File: src/rtl/reset_seq_pkg.sv
// +-----------------------------------------------------------------------+
// | reset_seq_pkg : shared state type and default sizing for the sequencer |
// | Rev 1.0                                                                |
// +-----------------------------------------------------------------------+
`default_nettype none

package reset_seq_pkg;

  localparam int c_NUM_CH   = 2;
  localparam int c_CNT_W    = 21;
  localparam int c_HOLD_CYC = 8;

  typedef enum logic [1:0] {
    ST_HOLD  = 2'd0,
    ST_COUNT = 2'd1,
    ST_DONE  = 2'd2
  } seq_state_t;

  // Index width that stays legal for a single channel
  function automatic int clog2_min1(input int v);
    return (v > 1) ? $clog2(v) : 1;
  endfunction

endpackage

`default_nettype wire

File: src/rtl/reset_sequencer_if.sv
// +-----------------------------------------------------------------------+
// | reset_sequencer_if : control/status bundle of the reset sequencer      |
// | Rev 1.0                                                                |
// +-----------------------------------------------------------------------+
`default_nettype none

interface reset_sequencer_if
  import reset_seq_pkg::*;
#(
  parameter int NUM_CH = c_NUM_CH,
  parameter int CNT_W  = c_CNT_W
);

  logic                    ext_rst_n;
  logic                    seq_mode;
  logic [NUM_CH*CNT_W-1:0] ch_delay;
  logic [NUM_CH-1:0]       sw_rst_req;
  logic [NUM_CH-1:0]       ch_rst_n;
  logic [NUM_CH-1:0]       ch_done;
  logic                    seq_busy;
  logic                    seq_done;

  modport master (
    output ext_rst_n, seq_mode, ch_delay, sw_rst_req,
    input  ch_rst_n, ch_done, seq_busy, seq_done
  );

  modport slave (
    input  ext_rst_n, seq_mode, ch_delay, sw_rst_req,
    output ch_rst_n, ch_done, seq_busy, seq_done
  );

endinterface

`default_nettype wire

File: src/rtl/reset_sync_2ff.sv
// +-----------------------------------------------------------------------+
// | reset_sync_2ff : two-flop synchronizer for the board reset request     |
// | Rev 1.0                                                                |
// +-----------------------------------------------------------------------+
`default_nettype none

module reset_sync_2ff (
  input  wire logic clk_125,
  input  wire logic sys_rst,
  input  wire logic i_async,
  output logic      o_sync
);

  logic r_meta;
  logic r_sync;

  always_ff @(posedge clk_125) begin
    if (sys_rst) begin
      r_meta <= 1'b0;
      r_sync <= 1'b0;
    end else begin
      r_meta <= i_async;
      r_sync <= r_meta;
    end
  end

  assign o_sync = r_sync;

endmodule

`default_nettype wire

File: src/rtl/reset_sequencer.sv
// +-----------------------------------------------------------------------+
// | reset_sequencer : staged release of per-channel resets + SW re-reset   |
// | Rev 1.0                                                                |
// +-----------------------------------------------------------------------+
`default_nettype none

module reset_sequencer
  import reset_seq_pkg::*;
#(
  parameter int NUM_CH   = c_NUM_CH,
  parameter int CNT_W    = c_CNT_W,
  parameter int HOLD_CYC = c_HOLD_CYC
) (
  input  wire logic          clk_125,
  input  wire logic          sys_rst,
  reset_sequencer_if.slave   io_bus
);

  localparam int              IDX_W   = clog2_min1(NUM_CH);
  localparam int              HLD_W   = $clog2(HOLD_CYC + 1);
  localparam logic [CNT_W-1:0] CNT_MAX = '1;

  logic w_sync_rst_n;

  reset_sync_2ff u_sync (
    .clk_125 (clk_125),
    .sys_rst (sys_rst),
    .i_async (io_bus.ext_rst_n),
    .o_sync  (w_sync_rst_n)
  );

  seq_state_t        r_state;
  logic [CNT_W-1:0]  r_cnt;
  logic [IDX_W-1:0]  r_idx;
  logic              r_mode;
  logic [CNT_W-1:0]  r_dly  [NUM_CH];
  logic [HLD_W-1:0]  r_hold [NUM_CH];
  logic [NUM_CH-1:0] r_ch_rst_n;
  logic [NUM_CH-1:0] r_ch_done;
  logic              r_busy;
  logic              r_done;

  logic [NUM_CH-1:0] w_hit;
  logic [NUM_CH-1:0] w_seq_mask;
  logic              w_seq_hit;
  logic [NUM_CH-1:0] w_rel_next;
  logic [CNT_W-1:0]  w_cnt_inc;

  always_comb begin
    w_hit      = '0;
    w_seq_mask = '0;
    for (int i = 0; i < NUM_CH; i++) begin
      w_hit[i]      = (r_cnt == r_dly[i]);
      w_seq_mask[i] = (r_idx == IDX_W'(i));
    end
    w_seq_hit  = |(w_hit & w_seq_mask);
    w_rel_next = r_mode ? (r_ch_rst_n | (w_seq_mask & {NUM_CH{w_seq_hit}}))
                        : (r_ch_rst_n | w_hit);
    // Saturate so an all-ones delay is still matched rather than skipped by a wrap
    w_cnt_inc  = (r_cnt == CNT_MAX) ? r_cnt : r_cnt + CNT_W'(1);
  end

  always_ff @(posedge clk_125) begin
    if (sys_rst) begin
      r_state    <= ST_HOLD;
      r_cnt      <= '0;
      r_idx      <= '0;
      r_mode     <= 1'b0;
      r_ch_rst_n <= '0;
      r_ch_done  <= '0;
      r_busy     <= 1'b1;
      r_done     <= 1'b0;
      for (int i = 0; i < NUM_CH; i++) begin
        r_dly[i]  <= '0;
        r_hold[i] <= '0;
      end
    end else if (!w_sync_rst_n) begin
      r_state    <= ST_HOLD;
      r_cnt      <= '0;
      r_idx      <= '0;
      r_ch_rst_n <= '0;
      r_ch_done  <= '0;
      r_busy     <= 1'b1;
      r_done     <= 1'b0;
      for (int i = 0; i < NUM_CH; i++) begin
        r_hold[i] <= '0;
      end
    end else begin
      case (r_state)
        ST_HOLD: begin
          r_state <= ST_COUNT;
          r_cnt   <= '0;
          r_idx   <= '0;
          r_mode  <= io_bus.seq_mode;
          for (int i = 0; i < NUM_CH; i++) begin
            r_dly[i] <= io_bus.ch_delay[i*CNT_W +: CNT_W];
          end
        end
        ST_COUNT: begin
          r_ch_rst_n <= w_rel_next;
          r_ch_done  <= w_rel_next;
          if (r_mode && w_seq_hit) begin
            r_cnt <= '0;
            r_idx <= r_idx + IDX_W'(1);
          end else begin
            r_cnt <= w_cnt_inc;
          end
          if (&w_rel_next) begin
            r_state <= ST_DONE;
            r_busy  <= 1'b0;
            r_done  <= 1'b1;
          end
        end
        ST_DONE: begin
          for (int i = 0; i < NUM_CH; i++) begin
            if (io_bus.sw_rst_req[i]) begin
              r_hold[i]     <= HLD_W'(HOLD_CYC);
              r_ch_rst_n[i] <= 1'b0;
              r_ch_done[i]  <= 1'b0;
            end else if (r_hold[i] != '0) begin
              r_hold[i] <= r_hold[i] - HLD_W'(1);
              if (r_hold[i] == HLD_W'(1)) begin
                r_ch_rst_n[i] <= 1'b1;
                r_ch_done[i]  <= 1'b1;
              end
            end
          end
        end
        default: begin
          r_state <= ST_HOLD;
        end
      endcase
    end
  end

  assign io_bus.ch_rst_n = r_ch_rst_n;
  assign io_bus.ch_done  = r_ch_done;
  assign io_bus.seq_busy = r_busy;
  assign io_bus.seq_done = r_done;

endmodule

`default_nettype wire

File: src/flat_wrapper.sv
// flat-port wrapper written by rule: the top's interface ports become plain ports
module reset_sequencer_flat import reset_seq_pkg::*;
#(
  parameter int NUM_CH   = c_NUM_CH,
  parameter int CNT_W    = c_CNT_W,
  parameter int HOLD_CYC = c_HOLD_CYC
)
  (clk_125, sys_rst, io_bus_ext_rst_n, io_bus_seq_mode, io_bus_ch_delay, io_bus_sw_rst_req, io_bus_ch_rst_n, io_bus_ch_done, io_bus_seq_busy, io_bus_seq_done);
  reset_sequencer_if #(.NUM_CH(NUM_CH), .CNT_W(CNT_W)) io_bus_i ();
  input  wire logic clk_125;
  input  wire logic sys_rst;
  input wire logic [$bits(io_bus_i.ext_rst_n)-1:0] io_bus_ext_rst_n;
  input wire logic [$bits(io_bus_i.seq_mode)-1:0] io_bus_seq_mode;
  input wire logic [$bits(io_bus_i.ch_delay)-1:0] io_bus_ch_delay;
  input wire logic [$bits(io_bus_i.sw_rst_req)-1:0] io_bus_sw_rst_req;
  output wire logic [$bits(io_bus_i.ch_rst_n)-1:0] io_bus_ch_rst_n;
  output wire logic [$bits(io_bus_i.ch_done)-1:0] io_bus_ch_done;
  output wire logic [$bits(io_bus_i.seq_busy)-1:0] io_bus_seq_busy;
  output wire logic [$bits(io_bus_i.seq_done)-1:0] io_bus_seq_done;
  assign io_bus_i.ext_rst_n = io_bus_ext_rst_n;
  assign io_bus_i.seq_mode = io_bus_seq_mode;
  assign io_bus_i.ch_delay = io_bus_ch_delay;
  assign io_bus_i.sw_rst_req = io_bus_sw_rst_req;
  assign io_bus_ch_rst_n = io_bus_i.ch_rst_n;
  assign io_bus_ch_done = io_bus_i.ch_done;
  assign io_bus_seq_busy = io_bus_i.seq_busy;
  assign io_bus_seq_done = io_bus_i.seq_done;
  reset_sequencer #(.NUM_CH(NUM_CH), .CNT_W(CNT_W), .HOLD_CYC(HOLD_CYC)) u_core (.clk_125(clk_125), .sys_rst(sys_rst), .io_bus(io_bus_i));
endmodule
File: config.mk
export PLATFORM = sky130hd
export DESIGN_NAME = reset_sequencer_flat
export DESIGN_NICKNAME = d
export VERILOG_FILES = /design/src/rtl/reset_seq_pkg.sv /design/src/rtl/reset_sequencer_if.sv /design/src/rtl/reset_sync_2ff.sv /design/src/rtl/reset_sequencer.sv /design/src/flat_wrapper.sv
export SDC_FILE = /design/constraint.sdc
export NUM_CORES = 1
export LEC_CHECK = 0
export CAP_MARGIN = 20
export CORE_ASPECT_RATIO = 0.9
export CORE_MARGIN = 5
export CORE_UTILIZATION = 55
export CTS_CLUSTER_SIZE = 30
export DETAILED_ROUTE_END_ITERATION = 7
export PLACE_DENSITY = 0.9
export RECOVER_POWER = 25
export REMOVE_ABC_BUFFERS = 1
export SKIP_CTS_REPAIR_TIMING = 1
export SLEW_MARGIN = 10
export SYNTH_ARGS = -nofsm -noshare
export SYNTH_HDL_FRONTEND = slang
export SYNTH_SLANG_ARGS = --single-unit
File: constraint.sdc
create_clock -name clk_125 -period 3.2 [get_ports clk_125]
set_clock_uncertainty 0.15 [all_clocks]
set_input_delay 0.48 -clock clk_125 [delete_from_list [all_inputs] [get_ports clk_125]]
set_output_delay 0.48 -clock clk_125 [all_outputs]
set_load 0.005 [all_outputs]
Yosys cells after proc, flatten, opt, wreduce, memory -nomap -nowiden
Memory sizes are Yosys's and may differ from the RTL's.
Cells that the tools add are included.

word-level totals
  register bits after elaboration = 31
  RAM bits = 50
  input port bits = 48
  memories = 2

operators by class
  add/subtract/negate cells = 4
  equal/unequal tests = 14
  muxes and demuxes = 54
  bitwise operators = 15
  reductions and logical operators = 16

memory list
  name           depth  bits a word  rd ports  clocked after Yosys merged registers in  wr ports  RTL line               RTL
  u_core.r_dly   2      21           2         0                                        2         reset_sequencer.sv:36  logic [CNT_W-1:0] r_dly [NUM_CH];
  u_core.r_hold  2      4            2         0                                        2         reset_sequencer.sv:37  logic [HLD_W-1:0] r_hold [NUM_CH];

operators by type and width
  operator                                               count
  two-way mux 21 bit                                     4
  == test 21 bit                                         2
  case mux 21 bit (2 select lines)                       1
  two-way mux 1 bit                                      38
  two-way mux 4 bit                                      6
  adder 21 x 1 -> 21 bit, second input constant          1
  == test 21 bit, second input constant                  1
  inequality test 3 x 2 -> 1 bit, second input constant  4
  AND reduction 2 bit                                    5
  AND reduction 3 bit                                    3
  == test 4 x 1 -> 1 bit, second input constant          2
  bitwise OR 1 bit                                       8
  nonzero test 4 bit                                     2
  subtractor 4 x 1 -> 4 bit, second input constant       2
  case mux 2 bit (3 select lines)                        1
  bitwise AND 2 bit                                      2
  two-way mux 2 bit                                      2
  inequality test 2 x 1 -> 1 bit, second input constant  2
  bitwise OR 2 bit                                       2
  case mux 2 bit (2 select lines)                        1
  nonzero test 2 bit                                     2
  OR reduction 2 bit                                     2
  inequality test 3 bit, second input constant           1
  NOT 1 bit                                              3
  6 further kinds                                        6

Longest topological paths before layout
  depth after elaboration = 9
  gate-level depth with buffers = 8
  mapped depth without buffers = 7

Modules after synthesis
From an unflattened synthesis, not the netlist that was laid out.

second synthesis, totals
  cells, all modules = 437
  area total of the unflattened synthesis = 4,431.8 um^2

by module, submodules not included
  module           instances  cells an instance  area each (um^2)
  reset_sequencer  1          433                4,379.2
  reset_sync_2ff   1          4                  52.6

Worst setup path after synthesis
OpenSTA, ideal clock, no wires.

  kind = reg-to-reg
  start point = register u_core.r_cnt[0]
  end point = register u_core.r_cnt[1]
  setup time = 0.067 ns
  arrival time = 2.136 ns
  required time = 2.983 ns
  setup slack = 0.847 ns
  stages on the path, launching flop included = 8
  clock period less this slack = 2.353 ns
  cell sequence = dfxtp_1 -> ha_1 -> nand3_4 -> or4_4 -> nor4_4 -> a21oi_1 -> a211o_1 -> a21oi_2

between the ends
  cells in the longest elaborated chain, start to end = 6
  elaborated cells on any way between the ends = 12
  those cells by class = add/sub: 1; eq/ne: 4; mux: 3; bitwise: 1; reduce/logical: 3

ends and longest elaborated chain
  what                                                                            RTL line                RTL
  start, declared                                                                 reset_sequencer.sv:33   logic [CNT_W-1:0] r_cnt;
  start signal, assigned                                                          reset_sequencer.sv:106  r_cnt <= w_cnt_inc;
  parallel branches: the longest is 6 deep, another holds adder 21 x 1 -> 21 bit  -

Parallel ways; which one is timed is not known. The select of a mux whose other input is x is not followed.
A chain may end at the register's enable or synchronous reset.

Worst setup path in the final report
  start point = register u_core.r_cnt[8]
  end point = register u_core.r_cnt[0]

between the ends
  cells in the longest elaborated chain, start to end = 6
  elaborated cells on any way between the ends = 10
  those cells by class = eq/ne: 4; mux: 2; bitwise: 1; reduce/logical: 3

ends and longest elaborated chain
  what                                                                     RTL line                RTL
  == test 21 bit                                                           reset_sequencer.sv:53   w_hit[i] = (r_cnt == r_dly[i]);
  bitwise AND 2 bit                                                        reset_sequencer.sv:56   w_seq_hit = |(w_hit & w_seq_mask);
  OR reduction 2 bit                                                       reset_sequencer.sv:56
  logical AND 1 bit                                                        reset_sequencer.sv:102  if (r_mode && w_seq_hit) begin
  two-way mux 21 bit or inequality test 3 bit (tied branches)              -
  case mux 21 bit (2 select lines) or AND reduction 2 bit (tied branches)  -

Several ways; a longest one is shown, not always the timed one.

==> key figures <==
Critical path
  • Nature of the critical path endpoint: register
  • Crit path cell chain: xnor2_1 > nand4_1 > nor4_1 > a221oi_2 > a31oi_4 > mux2i_1
  • CP bufs+invs: 0
  • Worst R2R End: u_core.r_cnt[0]$_SDFFE_PP0P_
  • CP Class: reg -> reg
  • Crit path max fanout: 19
  • Family with the most delay on the worst path: compound AO/OA/AOI/OAI gates
  • CP max stage cell: a31oi_4
  • Critical path launch point type: register
  • Worst EP arrival: 2.71 ns
  • Req. time, crit path: 3.24 ns
  • R2r setup slk: 0.53 ns
  • Reg2reg start: u_core.r_cnt[8]$_SDFFE_PP0P_
  • Max stage delay on crit path: 0.59 ns
  • Worst R2R Path Depth: 6

Final layout
  • # fillers: 622
  • Multi-input gate area: 1960 µm²
  • # nets final: 517
  • Commonest non-fill, non-tap cells in the layout: edfxtp_1 (50), clkdlybuf4s50_1 (47), xnor2_1 (44), and3_1 (44)
  • Share of layout cells above drive strength 1: 0.0837
  • FF/Latch Area: 2120 µm²
  • Commonest non-fill, non-tap cell in the layout: edfxtp_1
  • Area Growth Syn to Fin: 15.1%
  • Antenna cells: 0

Synth
  • Post-synth EDFFs: 50
  • Async SR Flop Fraction: 0
  • Flops & latches, synth: 81
  • Seq/Total Area, Yosys: 0.482
  • Top_reg_cell synth: edfxtp_1
  • Post-Syn Area: 4400 µm²
  • Share of the synthesized area in the top cell type: 0.341
  • Gate Count Post-Synth: 424
  • Mean Syn Cell Area: 10.4 µm²
  • Leading area contributor after synthesis: edfxtp_1
  • YS warnings: 0
  • Synth area leaders: edfxtp_1 (34%), dfxtp_1 (14%), xnor2_1 (8.8%)
  • Synth cell types: 60

Clock tree
  • CTS tree: yes
  • CTS root buf: clkbuf_8
  • Clock Tree Buf Depth: 2
  • Clk sinks: 81
  • H-tree level count: 3
  • CTS Buf Count: 9
  • Clock Latency Late Sink: 0.35 ns
  • CTS clk-pin slew, worst paths: 0.08 ns

Pwr
  • Int Pwr: 0.00151 W
  • Peak VDD IR: 0.295 mV
  • Net Sw Power: 0.000463 W
  • Power, Total: 0.00198 W
  • Switching portion of total power: 0.234
  • PwrDens: 390 nW/µm²
  • P_leak: 1.80 nW
  • Clock share of power: 0.334
  • Logic pwr share: 0.078
  • Sequential share of power: 0.589

Timing
  • Pins Over Slew Limit: 0
  • Relative slew slack: 0.562
  • Worst-Margin Slew: 0.657 ns
  • Top achievable clock speed: 374 MHz
  • Final TNS setup: 0 ns
  • Final period util: 0.835
  • RSZ-0062 raised after global routing: no
  • Fin crit period: 2.67 ns
  • Setup violations, final: 0
  • Final Hold Fails: 0
  • PnR worst setup slack: 0.529 ns

Outcome
  • Status: complete, no violations

Floorplan
  • Initial Util: 0.556
  • Chip width: 104 µm
  • # IOs: 54
  • Die Y: 94.9 µm
  • Die Area: 9890 µm²
  • Row count: 31
  • Core Area: 7910 µm²

Global route
  • Total GRT Usage: 0.198
  • Initial antenna violation count: 0
  • Vias in the first global route: 3223
  • Largest net degree at the start of global routing: 44
  • First-pass GRT wire length: 15.7 mm
  • Total gr overflow: 0

Placed design
  • Dpl hpwl: 7.02 mm
  • IO buf count: 53
  • RePlAce Congestion: 0.924
  • Place WS: 0.571 ns

Hold path
  • HP Start: u_core.u_sync.r_meta$_SDFF_PP0_
  • Hold Path Depth: 1
  • Hold worst-path end: u_core.u_sync.o_sync$_SDFF_PP0_
  • Hold crit path type: reg -> reg

Routing
  • Via Count: 3315
  • Vias/cell: 5.87
  • DR pass1 iterations: 5
  • Per-cell routed wire length: 16.7 µm
  • Final wirelength: 9.46 mm
  • DRT iter0 DRCs: 247
  • Detail Route Antenna Nets: 0
  • DRC Markers: 0

Flow run
  • Max Cap Viol: 0
[registers in the layout, indices dropped and copies added (netlist names)]
register	count
u_core.io_bus.ch_rst_n	2
u_core.io_bus.seq_busy	1
u_core.io_bus.seq_done	1
u_core.r_cnt	21
u_core.r_dly	42
u_core.r_hold	8
u_core.r_idx	1
u_core.r_mode	1
u_core.r_state	2
u_core.u_sync.o_sync	1
u_core.u_sync.r_meta	1
[power groups by stage]
stage	registers (W)	clock network, W	logic [W]
finish	0.00116	0.000660	0.000153
global route	0.00117	0.000709	0.000168
CTS	0.00116	0.000666	0.000154
detailed placement	0.00119	0	0.000153
global placement	0.00119	0	0.000148
floorplan	0.00118	0	0.0000737
[worst max-delay path by stage]
stage	start	end	slack [ns]	cells after the start
after floorplan	sys_rst	u_core.r_cnt[11]$_SDFFE_PP0P_	-0.32	4
after detailed placement	u_core.r_cnt[8]$_SDFFE_PP0P_	u_core.r_cnt[0]$_SDFFE_PP0P_	0.57	6
final	u_core.r_cnt[8]$_SDFFE_PP0P_	u_core.r_cnt[0]$_SDFFE_PP0P_	0.53	6
after CTS	u_core.r_cnt[8]$_SDFFE_PP0P_	u_core.r_cnt[0]$_SDFFE_PP0P_	0.55	6
after global placement	u_core.r_cnt[4]$_SDFFE_PP0P_	u_core.r_cnt[16]$_SDFFE_PP0P_	0.69	6
after global routing	u_core.r_cnt[8]$_SDFFE_PP0P_	u_core.r_cnt[0]$_SDFFE_PP0P_	0.43	6
[stage by stage]
stage	cell area, µm²	hold WS, ns	util	std cells
floorplan	4190	0.264	-	391
global placement	4900	0.276	0.619	549
detailed placement	4900	0.278	0.619	549
CTS	5070	0.305	0.640	565
global route	5070	0.316	0.640	565
finish	5070	0.298	0.640	565
[logic make-up (layout without fill, tap and decap cells)]
kind of cell               count (synthesis)  in the layout  share of synthesized area
AOI/OAI and AO/OA                         63             63                      0.108
xor gates and xnor gates                  48             48                     0.0955
adders and majority gates                  8              8                     0.0227
buffers and inverters                     64            106                     0.0745
DFF                                       81             81                      0.482
muxes                                      2              2                    0.00455
and+or+nand+nor                          158            158                      0.212
[synthesized netlist by cell type (2+ instances only)]
cell      instances
a211o_1           2
a21oi_1          12
a311oi_1          2
a31oi_1           3
and3_1           44
buf_1             2
buf_2             2
buf_4             5
buf_6             7
clkbuf_1         13
clkbuf_2          3
dfxtp_1          31
edfxtp_1         50
ha_1              8
inv_1            31
mux2i_1           2
nand2_1          18
nand2b_1          2
nand3_1          16
nand4_1          16
nor2_1           24
nor2b_1           4
nor3_1            9
nor4_1            3
nor4_4            2
o211ai_1          7
o21ai_0           6
o21ai_1           6
o221ai_1          9
o22ai_2           2
or3_1             5
or4_1             4
xnor2_1          44
xor2_1            4
[layout make-up]
cell class | instances | share of cell area
clock inverters | 7 | 0.00914
repair buffers | 59 | 0.114
flip-flops and latches | 81 | 0.419
clock buffers | 9 | 0.0244
inverters | 31 | 0.0230
multi-input cells | 279 | 0.387
well taps | 99 | 0.0244
[per-layer routing]
metal | up-vias | track usage | part of all wire
met2 | 120 | 0.338 | 0.49
li1 | 1607 | - | -
met5 | - | 0 | 0
met4 | 0 | 0.0787 | 0.019
met3 | 22 | 0.0294 | 0.059
met1 | 1566 | 0.256 | 0.43
No activity file was read; power rests on OpenSTA's default activity.
